`src/rtl/alu_pkg.sv`:
```
// Shared opcode, FSM-state and width definitions for the ALU execution unit.
package alu_pkg;

  localparam int ALU_OP_W = 4;

  typedef enum logic [ALU_OP_W-1:0] {
    OP_ADD  = 4'd0,
    OP_SUB  = 4'd1,
    OP_SLL  = 4'd2,
    OP_SRL  = 4'd3,
    OP_SRA  = 4'd4,
    OP_XOR  = 4'd5,
    OP_OR   = 4'd6,
    OP_AND  = 4'd7,
    OP_SLT  = 4'd8,
    OP_SLTU = 4'd9
  } alu_op_e;

  typedef enum logic {
    ST_IDLE  = 1'b0,
    ST_SHIFT = 1'b1
  } alu_st_e;

  function automatic logic is_shift_op(input logic [ALU_OP_W-1:0] op);
    return (op == OP_SLL) || (op == OP_SRL) || (op == OP_SRA);
  endfunction

endpackage

```
`src/rtl/alu_shift_unit.sv`:
```
// Shifter for the ALU: combinational barrel (SHIFT_ITER=0) or a 1-bit-per-cycle
// iterative engine with its own IDLE/SHIFT FSM and remaining-count register.
module alu_shift_unit
  import alu_pkg::*;
#(
  parameter int XLEN       = 32,
  parameter int SHIFT_ITER = 0,
  localparam int SHW       = $clog2(XLEN)
) (
  input  logic                clk,
  input  logic                rst,
  input  logic                start,
  input  logic [ALU_OP_W-1:0] op,
  input  logic [XLEN-1:0]     a,
  input  logic [SHW-1:0]      amt,
  output logic                done,
  output logic                busy,
  output logic [XLEN-1:0]     result
);

  localparam bit ITER = (SHIFT_ITER != 0);

  logic [XLEN-1:0]     barrel_res;
  logic [XLEN-1:0]     step_res;
  alu_st_e             state_reg;
  logic [SHW-1:0]      cnt_reg;
  logic [XLEN-1:0]     work_reg;
  logic [ALU_OP_W-1:0] op_reg;
  logic                start_eff;

  always_comb begin
    barrel_res = a;
    case (op)
      OP_SLL:  barrel_res = a << amt;
      OP_SRL:  barrel_res = a >> amt;
      OP_SRA:  barrel_res = $unsigned($signed(a) >>> amt);
      default: barrel_res = a;
    endcase
  end

  always_comb begin
    step_res = {1'b0, work_reg[XLEN-1:1]};
    case (op_reg)
      OP_SLL:  step_res = {work_reg[XLEN-2:0], 1'b0};
      OP_SRA:  step_res = {work_reg[XLEN-1], work_reg[XLEN-1:1]};
      default: step_res = {1'b0, work_reg[XLEN-1:1]};
    endcase
  end

  // The FSM can only leave IDLE in the iterative build.
  assign start_eff = start & ITER;

  always_ff @(posedge clk) begin
    if (rst) begin
      state_reg <= ST_IDLE;
      cnt_reg   <= '0;
      work_reg  <= '0;
      op_reg    <= '0;
    end else begin
      case (state_reg)
        ST_IDLE: begin
          if (start_eff) begin
            state_reg <= ST_SHIFT;
            work_reg  <= a;
            cnt_reg   <= amt;
            op_reg    <= op;
          end
        end
        ST_SHIFT: begin
          work_reg <= step_res;
          cnt_reg  <= cnt_reg - SHW'(1);
          if (cnt_reg == SHW'(1)) state_reg <= ST_IDLE;
        end
        default: state_reg <= ST_IDLE;
      endcase
    end
  end

  // The final step is handed out combinationally so the output register captures
  // it on the same edge the count reaches zero.
  assign busy   = (state_reg == ST_SHIFT);
  assign done   = busy && (cnt_reg == SHW'(1));
  assign result = ITER ? (busy ? step_res : a) : barrel_res;

endmodule

```
`src/rtl/alu_exu.sv`:
```
// Registered ALU execution unit: valid/ready in and out, tag pass-through,
// add/sub/compare/logic datapath and a barrel or iterative shifter.
module alu_exu
  import alu_pkg::*;
#(
  parameter int XLEN       = 32,
  parameter int TAG_W      = 4,
  parameter int SHIFT_ITER = 0
) (
  input  logic                clk,
  input  logic                rst,
  input  logic                in_valid,
  output logic                in_ready,
  input  logic [ALU_OP_W-1:0] in_op,
  input  logic [XLEN-1:0]     in_a,
  input  logic [XLEN-1:0]     in_b,
  input  logic [TAG_W-1:0]    in_tag,
  output logic                out_valid,
  input  logic                out_ready,
  output logic [XLEN-1:0]     out_res,
  output logic [TAG_W-1:0]    out_tag,
  output logic                out_err,
  output logic                busy
);

  localparam int SHW  = $clog2(XLEN);
  localparam bit ITER = (SHIFT_ITER != 0);

  logic              in_fire;
  logic              out_fire;
  logic              shift_start;
  logic              shift_done;
  logic              shift_busy;
  logic [XLEN-1:0]   shift_res;
  logic              sub_mode;
  logic [XLEN-1:0]   b_eff;
  logic [XLEN:0]     sum_ext;
  logic              slt_bit;
  logic              sltu_bit;
  logic [XLEN-1:0]   xor_res;
  logic [XLEN-1:0]   or_res;
  logic [XLEN-1:0]   and_res;
  logic [XLEN-1:0]   res_next;
  logic              err_next;
  logic              out_valid_reg;
  logic [XLEN-1:0]   out_res_reg;
  logic [TAG_W-1:0]  out_tag_reg;
  logic              out_err_reg;
  logic [TAG_W-1:0]  tag_hold_reg;

  assign in_ready = !rst && !shift_busy && (!out_valid_reg || out_ready);
  assign in_fire  = in_valid && in_ready;
  assign out_fire = out_valid_reg && out_ready;

  // Zero-amount shifts never enter the FSM; they complete through the 1-cycle path.
  assign shift_start = in_fire && is_shift_op(in_op) && (in_b[SHW-1:0] != '0) && ITER;

  alu_shift_unit #(
    .XLEN       (XLEN),
    .SHIFT_ITER (SHIFT_ITER)
  ) u_shift (
    .clk    (clk),
    .rst    (rst),
    .start  (shift_start),
    .op     (in_op),
    .a      (in_a),
    .amt    (in_b[SHW-1:0]),
    .done   (shift_done),
    .busy   (shift_busy),
    .result (shift_res)
  );

  // One adder serves ADD, SUB and both compares; carry-out of a + ~b + 1 is a >= b.
  assign sub_mode = (in_op == OP_SUB) || (in_op == OP_SLT) || (in_op == OP_SLTU);
  assign b_eff    = sub_mode ? ~in_b : in_b;
  assign sum_ext  = {1'b0, in_a} + {1'b0, b_eff} + {{XLEN{1'b0}}, sub_mode};
  assign sltu_bit = !sum_ext[XLEN];
  assign slt_bit  = (in_a[XLEN-1] != in_b[XLEN-1]) ? in_a[XLEN-1] : sum_ext[XLEN-1];

  for (genvar gi = 0; gi < XLEN; gi++) begin : g_logic
    assign xor_res[gi] = in_a[gi] ^ in_b[gi];
    assign or_res[gi]  = in_a[gi] | in_b[gi];
    assign and_res[gi] = in_a[gi] & in_b[gi];
  end

  always_comb begin
    res_next = '0;
    err_next = 1'b0;
    case (in_op)
      OP_ADD, OP_SUB:         res_next = sum_ext[XLEN-1:0];
      OP_SLL, OP_SRL, OP_SRA: res_next = shift_res;
      OP_XOR:                 res_next = xor_res;
      OP_OR:                  res_next = or_res;
      OP_AND:                 res_next = and_res;
      OP_SLT:                 res_next = {{(XLEN-1){1'b0}}, slt_bit};
      OP_SLTU:                res_next = {{(XLEN-1){1'b0}}, sltu_bit};
      default:                err_next = 1'b1;
    endcase
  end

  always_ff @(posedge clk) begin
    if (rst) begin
      out_valid_reg <= 1'b0;
      out_res_reg   <= '0;
      out_tag_reg   <= '0;
      out_err_reg   <= 1'b0;
      tag_hold_reg  <= '0;
    end else begin
      if (in_fire) tag_hold_reg <= in_tag;
      if (shift_done) begin
        out_valid_reg <= 1'b1;
        out_res_reg   <= shift_res;
        out_tag_reg   <= tag_hold_reg;
        out_err_reg   <= 1'b0;
      end else if (in_fire && !shift_start) begin
        out_valid_reg <= 1'b1;
        out_res_reg   <= res_next;
        out_tag_reg   <= in_tag;
        out_err_reg   <= err_next;
      end else if (out_fire) begin
        out_valid_reg <= 1'b0;
      end
    end
  end

  assign out_valid = out_valid_reg;
  assign out_res   = out_res_reg;
  assign out_tag   = out_tag_reg;
  assign out_err   = out_err_reg;
  assign busy      = shift_busy;

endmodule

```
`config.mk`:
```
export PLATFORM = sky130hd
export DESIGN_NAME = alu_exu
export DESIGN_NICKNAME = d
export VERILOG_FILES = /design/src/rtl/alu_pkg.sv /design/src/rtl/alu_shift_unit.sv /design/src/rtl/alu_exu.sv
export SDC_FILE = /design/constraint.sdc
export NUM_CORES = 1
export LEC_CHECK = 0
export CORE_MARGIN = 2
export CORE_UTILIZATION = 55
export CTS_CLUSTER_SIZE = 12
export DETAILED_ROUTE_END_ITERATION = 7
export DONT_BUFFER_PORTS = 1
export MAX_ROUTING_LAYER = met4
export PLACE_DENSITY_LB_ADDON = 0.2
export SETUP_SLACK_MARGIN = 0.02
export SLEW_MARGIN = 0
export SYNTH_ARGS = -nofsm -noshare
export SYNTH_HDL_FRONTEND = slang
export SYNTH_SLANG_ARGS = --single-unit
```
`constraint.sdc`:
```
create_clock -name clk -period 11.8 [get_ports clk]
set_input_delay 1.77 -clock clk [delete_from_list [all_inputs] [get_ports clk]]
set_output_delay 1.77 -clock clk [all_outputs]
set_load 0.01 [all_outputs]
```
==> results.toml, run 1 <==
[grt]
grt_pass1_vias = 10149
antenna_found_initial = 0
grt_max_degree = 96
grt_usage = 0.4216
grtUsageMet3 = 0.1053
grtUsageMet1 = 0.5454
grtUsageMet2 = 0.6221
grt_pass1_wl_um = 62870
top_usage_layer = "met2"
grt_overflow = 0

[clock_network]
htree_levels = 2
clk_pin_slew_ps = 70
cts.sink_count = 48
cts_setup_buffers = 0
hold_buffers = 0
cts_tree = "done"
clk_latency_ps = 310
cts_buffer_depth = 2
cts_buffers = 5
cts_resized = 0
cts_root_buffer = "clkbuf_16"

[placement]
io_buffers = 0
gp_congestion = 1.008
dp_hpwl_um = 29390

[synthesis]
synthArstFlopShare = 0
synthCells = 1354
ys_types = 91
synth_area_um2 = 10350
ys_ff_latch = 48
ys.warnings.count = 0
synth_edf_count = 0
synthFlopType = "dfxtp_1"
syn_area_per_cell_um2 = 7.641
ys_seq_area_frac = 0.09288
synth_nets = 1529

[floorplanning]
die_w_um = 141.2
core_area_um2 = 18580
start_util = 0.5568
fp.dieH_um = 141.2
dieArea_um2 = 19920
num_io_pins = 116
rows = 50

[timing]
rsz0062_at_grt = "no"
tns_ps = 0
finalCriticalPeriod_ps = 5332
setup_viol = 0
timing.max_slew.rel_slack = 0.3114
final-max-slew-violation-count = 0
skew_ps = 10.50
hold_violations = 0
fmax_mhz = 187.5
finalCritPeriodShare = 0.4519
max_slew.worst_pin.slew_ps = 1033

[critical_path]
cp-end-kind = "register"
cp.required_ps = 12010
path_class = "input port to register"
cp.arrival_ps = 5540
startpoint_type = "input port"
cp_max_fo = 31

[finish]
layout.nets = 1428
mostFrequentLayoutCell = "nor2_1"
seqCellArea_um2 = 960.9
multi_input_comb_area_um2 = 8552
final_util = 0.5591
largest_reg_flops = 32
drive_above_1_share = 0.1045
fillers = 1771
syn_to_final_growth_pct = 0.4110
layout_common_cells = "nor2_1, nand2_1, a21oi_1"
num_antenna_cells = 0

[worst_hold_path]
min_path_type = "register to register"

[drt]
vias = 11065
drt_iter0_markers = 1750
vias_per_cell = 7.436
wl_per_cell_um = 27.76
drtPass1Iterations = 6
postRouteAntennaNets = 0
wl_um = 41300
drc = 0

[power_and_ir_drop]
p_total_w = 0.0007607
p_leak_nw = 4.103
p_per_area_nw_per_um2 = 73.22
ir_worst_vdd_uv = 63.04

[outcome]
status = "complete, no violations"

[run]
drv_cap = 0
## cell families after synthesis
kind of cell | share of synthesized area
AO/OA/AOI/OAI | 0.3014
AND/OR/NAND/NOR | 0.1629
buffers and inverters | 0.08223
multiplexers | 0.1936
adder cells (fa/ha/maj) | 0.1205
XOR/XNOR | 0.04656
flip-flops | 0.09288
## synthesized netlist by cell type (5+ instances only)
master	count	area, µm²
nor2_1	128	480.5
a21oi_1	117	585.6
nand2_1	116	435.4
ha_1	98	1226
clkbuf_1	76	285.3
inv_1	71	266.5
o21ai_0	64	320.3
mux4_2	59	1329
dfxtp_1	48	960.9
xnor2_1	46	402.9
mux2i_1	40	400.4
a211oi_1	38	285.3
a22oi_1	31	232.7
nand3_1	27	135.1
o211ai_1	24	180.2
nor3_1	23	115.1
a21o_1	21	157.7
buf_2	19	95.09
mux2_2	19	214.0
a31oi_1	18	112.6
o21ai_1	18	90.09
buf_1	17	63.81
a221oi_1	14	122.6
o22ai_1	13	81.33
and3_1	12	75.07
or3_1	11	68.82
o31ai_1	10	75.07
and2_1	9	56.30
xor2_1	9	78.83
nand2b_1	7	43.79
nand4_1	7	43.79
o21a_1	7	52.55
o31a_1	7	61.31
o32ai_1	7	61.31
buf_4	5	37.54
buf_6	5	56.30
nor2b_1	5	31.28
## worst max-delay path: stages
cell       delay, ps
or2_1            350
nor2_4           140
buf_4            470
xnor2_1          200
fa_1             450
a21o_1           210
a221oi_2         470
o31ai_2          150
a21boi_1         320
o31a_1           300
mux2i_1          220
a211oi_1         100
a2111oi_2        330
## per-layer routing
layer	part of all wire	routed length, µm
met1	0.38	15700
met2	0.43	17900
met3	0.13	5408
met4	0.056	2294
met5	0	0
## layout make-up
cell class,instances,share of cell area
Clock inverter,2,0.003734
Tap cell,234,0.02818
Inverter,74,0.02674
Multi-Input combinational cell,1107,0.8232
Clock buffer,6,0.01337
Sequential cell,48,0.09250
Timing Repair Buffer,17,0.01228
## stage by stage
stage | std cells | worst slack [ps] | cell area, µm² | hold slack, ps
final | 1488 | 6468 | 10390 | 453.0
after global routing | 1488 | 6393 | 10390 | 466.8
after CTS | 1488 | 6582 | 10390 | 453.3
after detailed placement | 1480 | 6269 | 10210 | 443.5
after global placement | 1480 | 6315 | 10210 | 436.3
after floorplan | 1354 | 6629 | 10350 | 436.6
## power by group
group | switching, W | leakage (nW) | internal (W)
logic | 0.000229 | 3.63 | 0.000171
clock network | 0.0000762 | 0.0871 | 0.000107
registers | 0.00000911 | 0.390 | 0.000169
total | 0.000314 | 4.10 | 0.000446
## path summary, 6_finish.rpt
path	startpoint	end	slack, ps	depth (start not counted)
setup reg to reg	u_shift.busy	out_res[25]	8650	10
setup / recovery	in_op[1]	out_res[20]	6470	13
hold reg to reg	tag_hold_reg[0]	tag_hold_reg[0]	450	2
hold / removal	tag_hold_reg[0]	tag_hold_reg[0]	450	2
Power figures use the tool's default switching activity.
==> run 2, diff against run 1 <==
==> constraint.sdc (replaced) <==
create_clock -name clk -period 4.8 [get_ports clk]
set_input_delay 0.72 -clock clk [delete_from_list [all_inputs] [get_ports clk]]
set_output_delay 0.72 -clock clk [all_outputs]
set_load 0.01 [all_outputs]
==> run 2 against run 1 <==
Non-clock buffer count is 5 higher. Hold slack got worse by 1.2 ps. Utilization up 0.11 points. Critical path type unchanged. Critical endpoint is now out_res[28]. Largest power group unchanged.
==> results.toml, run 2 (synthesis results as in run 1) <==
[drt]
wl_um = 41720
vias_per_cell = 7.354
wl_per_cell_um = 27.94
postRouteAntennaNets = 0
drt_iter0_markers = 1537
drtPass1Iterations = 5
vias = 10980
drc = 0

[critical_path]
cp_max_fo = 12
slowest_stage = "ha_1"
critPathTopFamily = "compound AO/OA/AOI/OAI gates"
slowest_delay_ps = 390
regToRegStartpoint = "u_shift.cnt_reg[1]"
rrSetupSlack_ps = 1870
rr_worst_depth = 10
crit_buf_inv = 2
path_class = "input port to register"
startpoint_type = "input port"
cp.required_ps = 5010
worstReg2RegEnd = "out_res[25]"
cp-end-kind = "register"
cp.arrival_ps = 4130
cpMostUsedCell = "buf_4"
path_cells = "or2_1, nor2_4, buf_4, xnor2_1, ha_1, and3_1, a221oi_2, buf_4, o31ai_2, a21boi_1, o31a_1, o21ai_1, mux2i_1, a211o_1"

[placement]
gp_congestion = 1.064
dp_hpwl_um = 29990
io_buffers = 0

[finish]
layout_common_cells = "nor2_1, nand2_1, a21oi_1"
num_antenna_cells = 0
syn_to_final_growth_pct = 0.6043
drive_above_1_share = 0.1064
layout.nets = 1433
largest_reg_flops = 32
mostFrequentLayoutCell = "nor2_1"

[power_and_ir_drop]
p_per_area_nw_per_um2 = 178.5
ir_worst_vdd_uv = 132.3
p_leak_nw = 4.121

[outcome]
status = "complete, no violations"

[timing]
hold_slack_ps = 451.7
finalCriticalPeriod_ps = 3926
setup_viol = 0
timing.max_slew.rel_slack = 0.3662
fmax_mhz = 254.7
skew_ps = 12.52
max_slew.worst_pin.slew_ps = 950.6
final-max-slew-violation-count = 0
hold_violations = 0
tns_ps = 0
finalCritPeriodShare = 0.8180
rsz0062_at_grt = "no"

[clock_network]
clk_pin_slew_ps = 80
cts_setup_buffers = 0
hold_buffers = 0
cts_buffer_depth = 2
cts_resized = 0
cts.sink_count = 48
cts_root_buffer = "clkbuf_16"
clk_latency_ps = 310
htree_levels = 2
cts_buffers = 5
cts_tree = "done"

[floorplanning]
num_io_pins = 116
core_area_um2 = 18580
fp.dieH_um = 141.2
start_util = 0.5568
dieArea_um2 = 19920
rows = 50
die_w_um = 141.2

[grt]
grt_usage = 0.4193
grt_overflow = 0
grt_pass1_wl_um = 62310
grt_max_degree = 96
antenna_found_initial = 0
grt_pass1_vias = 10086

[worst_hold_path]
min_from = "tag_hold_reg[0]"
holdPathStages = 2
min_path_type = "register to register"
hold_end = "tag_hold_reg[0]"

[run]
drv_cap = 0
## run 2: metrics by stage
stage	total power [W]	cells	area, µm²	util	worst slack (ps)
floorplan	0.001256	1354	10350	-	679.1
global placement	0.001405	1485	10240	0.5514	747.7
detailed placement	0.001403	1485	10240	0.5514	667.8
CTS	0.001833	1493	10410	0.5602	972.1
global route	0.001954	1493	10410	0.5602	767.9
finish	0.001858	1493	10410	0.5602	873.6
## run 2: report_power, final
group / switching (W) / leakage, nW / internal [W] / total [W]
Sequential: 0.0000226 / 0.390 / 0.000415 / 0.000437
Combinational: 0.000566 / 3.65 / 0.000423 / 0.000990
Clock: 0.000185 / 0.0808 / 0.000246 / 0.000431
## run 2: how the worst max path moves through the flow
stage	startpoint	end	slack [ps]	cells after the start
finish	in_op[1]	out_res[28]	870	14
detailed placement	in_op[1]	out_res[28]	670	14
global placement	in_op[1]	out_res[0]	750	13
global route	in_op[1]	out_res[28]	770	14
CTS	in_op[1]	out_res[28]	970	14
floorplan	in_op[1]	out_res[20]	680	14
## run 2: layer usage
layer,vias to the layer above,wire length (µm),part of all wire,track usage
li1,4898,-,-,-
met1,5182,16410,0.39,0.5533
met2,772,18050,0.43,0.6237
met3,128,5217,0.13,0.09511
met4,0,2047,0.049,0.1663
met5,-,0,0,-
## run 2: cell type report
cell class / count / area [µm²]
clock buffer: 6 / 128.9
inverter: 74 / 277.8
timing repair buffer: 22 / 165.2
clock inverter: 2 / 35.03
multi-input combinational: 1107 / 8548
tap: 234 / 292.8
sequential: 48 / 960.9
fill: 1785 / 8172
## run 2: tightest hold or removal path: stages, from the launching register on
cell and delay (ps):
dfxtp_1 310, nand2_1 50, a21oi_1 50
